$ cat src/rtl/alu_pkg.sv
// alu_pkg: ALU command encodings and the multiply-sequencer state type.
package alu_pkg;
  localparam logic [2:0] COM_A   = 3'b000;
  localparam logic [2:0] COM_B   = 3'b001;
  localparam logic [2:0] COM_AND = 3'b010;
  localparam logic [2:0] COM_OR  = 3'b011;
  localparam logic [2:0] COM_SHL = 3'b100;
  localparam logic [2:0] COM_SHR = 3'b101;
  localparam logic [2:0] COM_ADD = 3'b110;
  localparam logic [2:0] COM_SUB = 3'b111;
  typedef enum logic [2:0] {IDLE, ADD, SHL, SHR, DONE} state_t;
endpackage

$ cat src/rtl/alu_mul_seq.sv
// alu_mul_seq: shift-and-add 16x16 unsigned multiply sequenced over the shared ALU.
// Optional ALU_MUL_SEQ_EARLY_EXIT_EN stops once the multiplier has shifted to zero.
module alu_mul_seq
  import alu_pkg::*;
#(
  parameter int WIDTH = 16,
  parameter int CNT_W = 4
) (
  input  logic             clk,
  input  logic             rst_n,
  input  logic             start,
  input  logic [WIDTH-1:0] op_a,
  input  logic [WIDTH-1:0] op_b,
  output logic             busy,
  output logic             done,
  output logic [WIDTH-1:0] result,
  output logic [WIDTH-1:0] alu_a,
  output logic [WIDTH-1:0] alu_b,
  output logic [2:0]       alu_com,
  input  logic [WIDTH-1:0] alu_y
);
`ifdef ALU_MUL_SEQ_EARLY_EXIT_EN
  localparam bit EARLY = 1'b1;
`else
  localparam bit EARLY = 1'b0;
`endif
  state_t state;
  logic [WIDTH-1:0] acc, mcand, mplier;
  logic [CNT_W-1:0] cnt;
  logic last, idle_zero;
  always_comb begin
    alu_a     = state == ADD ? acc : state == SHL ? mcand : state == SHR ? mplier : '0;
    alu_b     = state == ADD ? mcand : '0;
    alu_com   = state == ADD ? COM_ADD : state == SHL ? COM_SHL : state == SHR ? COM_SHR : COM_A;
    last      = (cnt == CNT_W'(WIDTH - 1)) || (EARLY && alu_y == '0);
    idle_zero = EARLY && op_b == '0;
  end
  always_ff @(posedge clk or negedge rst_n) begin
    if (!rst_n) begin
      state  <= IDLE;
      acc    <= '0;
      mcand  <= '0;
      mplier <= '0;
      cnt    <= '0;
      result <= '0;
      busy   <= 1'b0;
      done   <= 1'b0;
    end else begin
      case (state)
        IDLE: if (start) begin
          mcand  <= op_a;
          mplier <= op_b;
          acc    <= '0;
          cnt    <= '0;
          if (idle_zero) begin
            state  <= DONE;
            result <= '0;
            done   <= 1'b1;
          end else begin
            state <= op_b[0] ? ADD : SHL;
            busy  <= 1'b1;
          end
        end
        ADD: begin
          acc   <= alu_y;
          state <= SHL;
        end
        SHL: begin
          mcand <= alu_y;
          state <= SHR;
        end
        SHR: begin
          mplier <= alu_y;
          // result is loaded on the DONE-entry edge so it is valid alongside done
          if (last) begin
            state  <= DONE;
            busy   <= 1'b0;
            done   <= 1'b1;
            result <= acc;
          end else begin
            cnt   <= cnt + 1'b1;
            state <= alu_y[0] ? ADD : SHL;
          end
        end
        DONE: begin
          done  <= 1'b0;
          state <= IDLE;
        end
        default: state <= IDLE;
      endcase
    end
  end
endmodule

$ cat config.mk
export PLATFORM = sky130hd
export DESIGN_NAME = alu_mul_seq
export DESIGN_NICKNAME = d
export VERILOG_FILES = /design/src/rtl/alu_pkg.sv /design/src/rtl/alu_mul_seq.sv
export SDC_FILE = /design/constraint.sdc
export NUM_CORES = 1
export LEC_CHECK = 0
export CAP_MARGIN = 30
export CORE_ASPECT_RATIO = 1.25
export CORE_MARGIN = 4
export CORE_UTILIZATION = 43
export CTS_CLUSTER_SIZE = 20
export DETAILED_ROUTE_END_ITERATION = 7
export PLACE_DENSITY = 0.76
export SKIP_LAST_GASP = 1
export SYNTH_ARGS = -nofsm -noshare
export SYNTH_HDL_FRONTEND = slang
export SYNTH_SLANG_ARGS = --single-unit
export TNS_END_PERCENT = 10
$ cat constraint.sdc
create_clock -name clk -period 1.8 [get_ports clk]
set_input_delay 0.45 -clock clk [delete_from_list [all_inputs] [get_ports clk]]
set_output_delay 0.45 -clock clk [all_outputs]
set_load 0.02 [all_outputs]
==> summary.md <==
| Metric | Value |
|---|---|
| Outcome | `finished, violations left` |
| Failing checks | `setup timing` |
| Fmax | `463.2 MHz` |
| Crit Reg-Reg Startpoint | `state[2]` |
| Synth-to-layout area growth | `44.96%` |
| Synth warn | `0` |
| Worst path bufs/invs | `3` |
| Port Buffer Count | `103` |
| Vias in the first global route | `approximately 3500` |
| Max Root-Sink Buffers | `2` |
| Routed vias/inst | `5.467` |
| Rows | `37` |
| # hold bufs at CTS | `0` |
| Drt initial violations | `223` |
| Max-cap violations | `0` |
| Cell Chain, Critical Path | `buf_6, nor3b_4, buf_6, and2_4, buf_6` |
| Hold_ws | `102.8 ps` |
| P per Cell Area | `around 1700 mW/mm2` |
| Slew margin rel. | `0.7425` |
| CTS Buf Count | `9` |
| H-tree depth | `3` |
| Yosys cell types | `38` |
| DP Worst Slack | `-559.8 ps` |
| Clk root buf | `clkbuf_8` |
| First drt pass iteration count | `4` |
| Worst setup path startpoint | `state[1]` |
| Die height | `between 100 and 150 um` |
| P_sw | `3.850 mW` |
| DR vias | `approximately 3300` |
| Residual DRC | `0` |
| Setup Viol. Count Final | `102` |
| Share of layout cells above drive strength 1 | `0.3366` |
| IO Pins | `104` |
| WP data required | `1350 ps` |
| Cell mode on critical path | `buf_6` |
| Total power | `9.151 mW` |
| CTS tree | `yes` |
| CP Capture Type | `output port` |
| Period utilisation layout | `1.199` |
| Syn_area_per_cell | `9.979 um2` |
| Clk_lat worst skew | `about 360 ps` |
| Mapped Area | `about 0.0037 mm2` |
| Cell Int Power | `5.301 mW` |
| Die W | `91.11 um` |
| Setup WS post-layout | `-358.8 ps` |
| Antenna violations before repair | `0` |
| Post-Syn Instances | `372` |
| Core Box Area | `0.008333 mm2` |
| RSZ-0062 raised after global routing | `yes` |
| Comb pwr share | `0.555` |
| Largest net degree at the start of global routing | `74` |
| Fin util | `0.6458` |
| Minimum clock period | `2159 ps` |
| Non-filler instance count after layout | `608` |
| Nature of the critical path startpoint | `flop` |
| Crit Path Class | `reg2out` |
| Gp weighted congestion | `0.9173` |
| Post-DP HPWL | `8072 um` |
| Placed Cells | `589` |
| WP data arrival | `~1700 ps` |
| Slowest CP cell | `dfrtp_2` |
| Die area | `0.01019 mm2` |
| # diodes | `0` |
| Max VDD drop | `0.9654 mV` |
| Layout Skew | `9.177 ps` |
| # nets final | `558` |
| Placed Area | `0.005115 mm2` |
| Antenna viol nets, final | `0` |
| Worst-path fanout max | `6` |
| Clock network power share | `0.149` |
| Post-route cell area | `0.005381 mm2` |
| Sink Count | `73` |
| Routed wire length | `~11000 um` |
| Aggregate global routing overflow | `0` |
| WL per Instance | `18.26 um` |
| Max Slew Vio Count | `0` |
| Fillcell total | `around 680` |
| Post-synth net total | `424` |
| Global-route usage over all layers | `0.2198` |
| Synth Register Bits | `73` |
| Setup TNS | `-18180 ps` |
| Top delay family on crit path | `buffers and inverters` |
| Worst Tran Pin Value | `~390 ps` |
| Hold Fails Final Rpt | `0` |
| Slowest stage delay, CP | `440 ps` |
| Switch share | `0.4207` |
| Global-route wire length before repair | `17660 um` |
| Post-synthesis sequential area ratio | `0.4921` |
| Leak | `around 2.6 nW` |
| Flop pwr share | `0.297` |
| Starting Density | `0.4455` |
| Reg clk slew, reported paths | `80 ps` |
| Hold Path Class | `in2async` |
==> worst paths after layout <==
check / endpoint / cells past startpoint / slack [ps]
max: alu_b[10] / 5 / -360
min: result[1] / 2 / 100
max reg2reg: mcand[12] / 6 / -240
min reg2reg: busy / 1 / 490
max in group asynchronous: state[1] / 2 / 1380
min in group clk: busy / 1 / 490
==> synth_stat cells, drive strengths merged <==
master / number / area (um2)
dfrtp: 73 / 1827
a221o: 1 / 10.01
o22ai: 13 / 125.1
o21a: 1 / 7.510
a211oi: 2 / 15.01
mux2: 32 / 360.4
nand4b: 1 / 8.760
buf: 15 / 115.1
nor3: 16 / 80.08
a22o: 1 / 8.760
inv: 3 / 11.26
a31oi: 1 / 6.260
a21o: 3 / 22.52
a21oi: 4 / 20.02
mux2i: 16 / 160.2
ha: 1 / 12.51
or3b: 1 / 8.760
nor4b: 1 / 8.760
a22oi: 19 / 142.6
nor2: 33 / 123.9
nor3b: 2 / 15.01
a221oi: 1 / 8.760
or4b: 1 / 13.76
nand3b: 1 / 7.510
nand3: 5 / 25.02
and2: 16 / 100.1
nor2b: 1 / 6.260
o21bai: 1 / 7.510
and3: 2 / 12.51
o21ai: 32 / 160.1
nand2: 55 / 209.0
and4: 1 / 8.760
clkbuf: 17 / 63.81
==> per-layer routing <==
metal	vias to the layer above	track usage	routed length (um)
met5	-	0	0
met4	0	0.08753	330
met3	26	0.05676	675
met2	130	0.3846	5857
met1	1597	0.2555	4239
li1	1571	-	-
==> cells in the final DEF (no fill, tap or decap), types with 9 or more instances in the layout <==
cell type and n:
dfrtp_1 72, clkdlybuf4s50_1 67, nand2_1 54, buf_4 44, mux2_2 30, o21ai_0 29
nor2_1 28, buf_6 21, buf_2 18, nor3_1 16, mux2i_1 16, a22oi_1 12
and2_4 11, clkbuf_8 9
==> area by class of cell <==
class	count	area, um2	area share
Multi-Input combinational cell	264	1808	0.3360
Clock inverter	7	83.83	0.01558
Timing Repair Buffer	155	1405	0.2611
Clock buffer	9	123.9	0.02302
Sequential cell	73	1828	0.3397
Tap cell	97	121.4	0.02255
Inverter	3	11.26	0.002093
==> cell families after synthesis <==
| logic type | synth area share |
|---|---|
| AND/OR/NAND/NOR | 0.1692 |
| AO/OA/AOI/OAI | 0.1439 |
| flip-flops | 0.4921 |
| multiplexers | 0.1402 |
| buffers and inverters | 0.05123 |
| adder cells (fa/ha/maj) | 0.003370 |
==> power by group through the flow <==
stage | clock, mW | combinational, mW | sequential [mW]
6_report | 1.36 | 5.08 | 2.71
5_1_grt | 1.46 | 5.49 | 2.79
4_1_cts | 1.38 | 4.97 | 2.69
3_5_place_dp | 0 | 5.02 | 2.69
3_3_place_gp | 0 | 4.94 | 2.66
2_1_floorplan | 0 | 2.93 | 2.60
==> registers in the layout, indices dropped and copies added (netlist names) <==
| register | flops |
|---|---|
| mcand | 16 |
| acc | 16 |
| done | 1 |
| state | 3 |
| mplier | 16 |
| result | 16 |
| busy | 1 |
| cnt | 4 |
==> timing repair <==
item,4_1_cts,5_1_grt
cloned,2,0
endpoints found under the setup margin,85,119
buffers inserted,2,0
pin swaps,5,4
gates resized for setup,176,21
(Power assumes the default switching activity.)
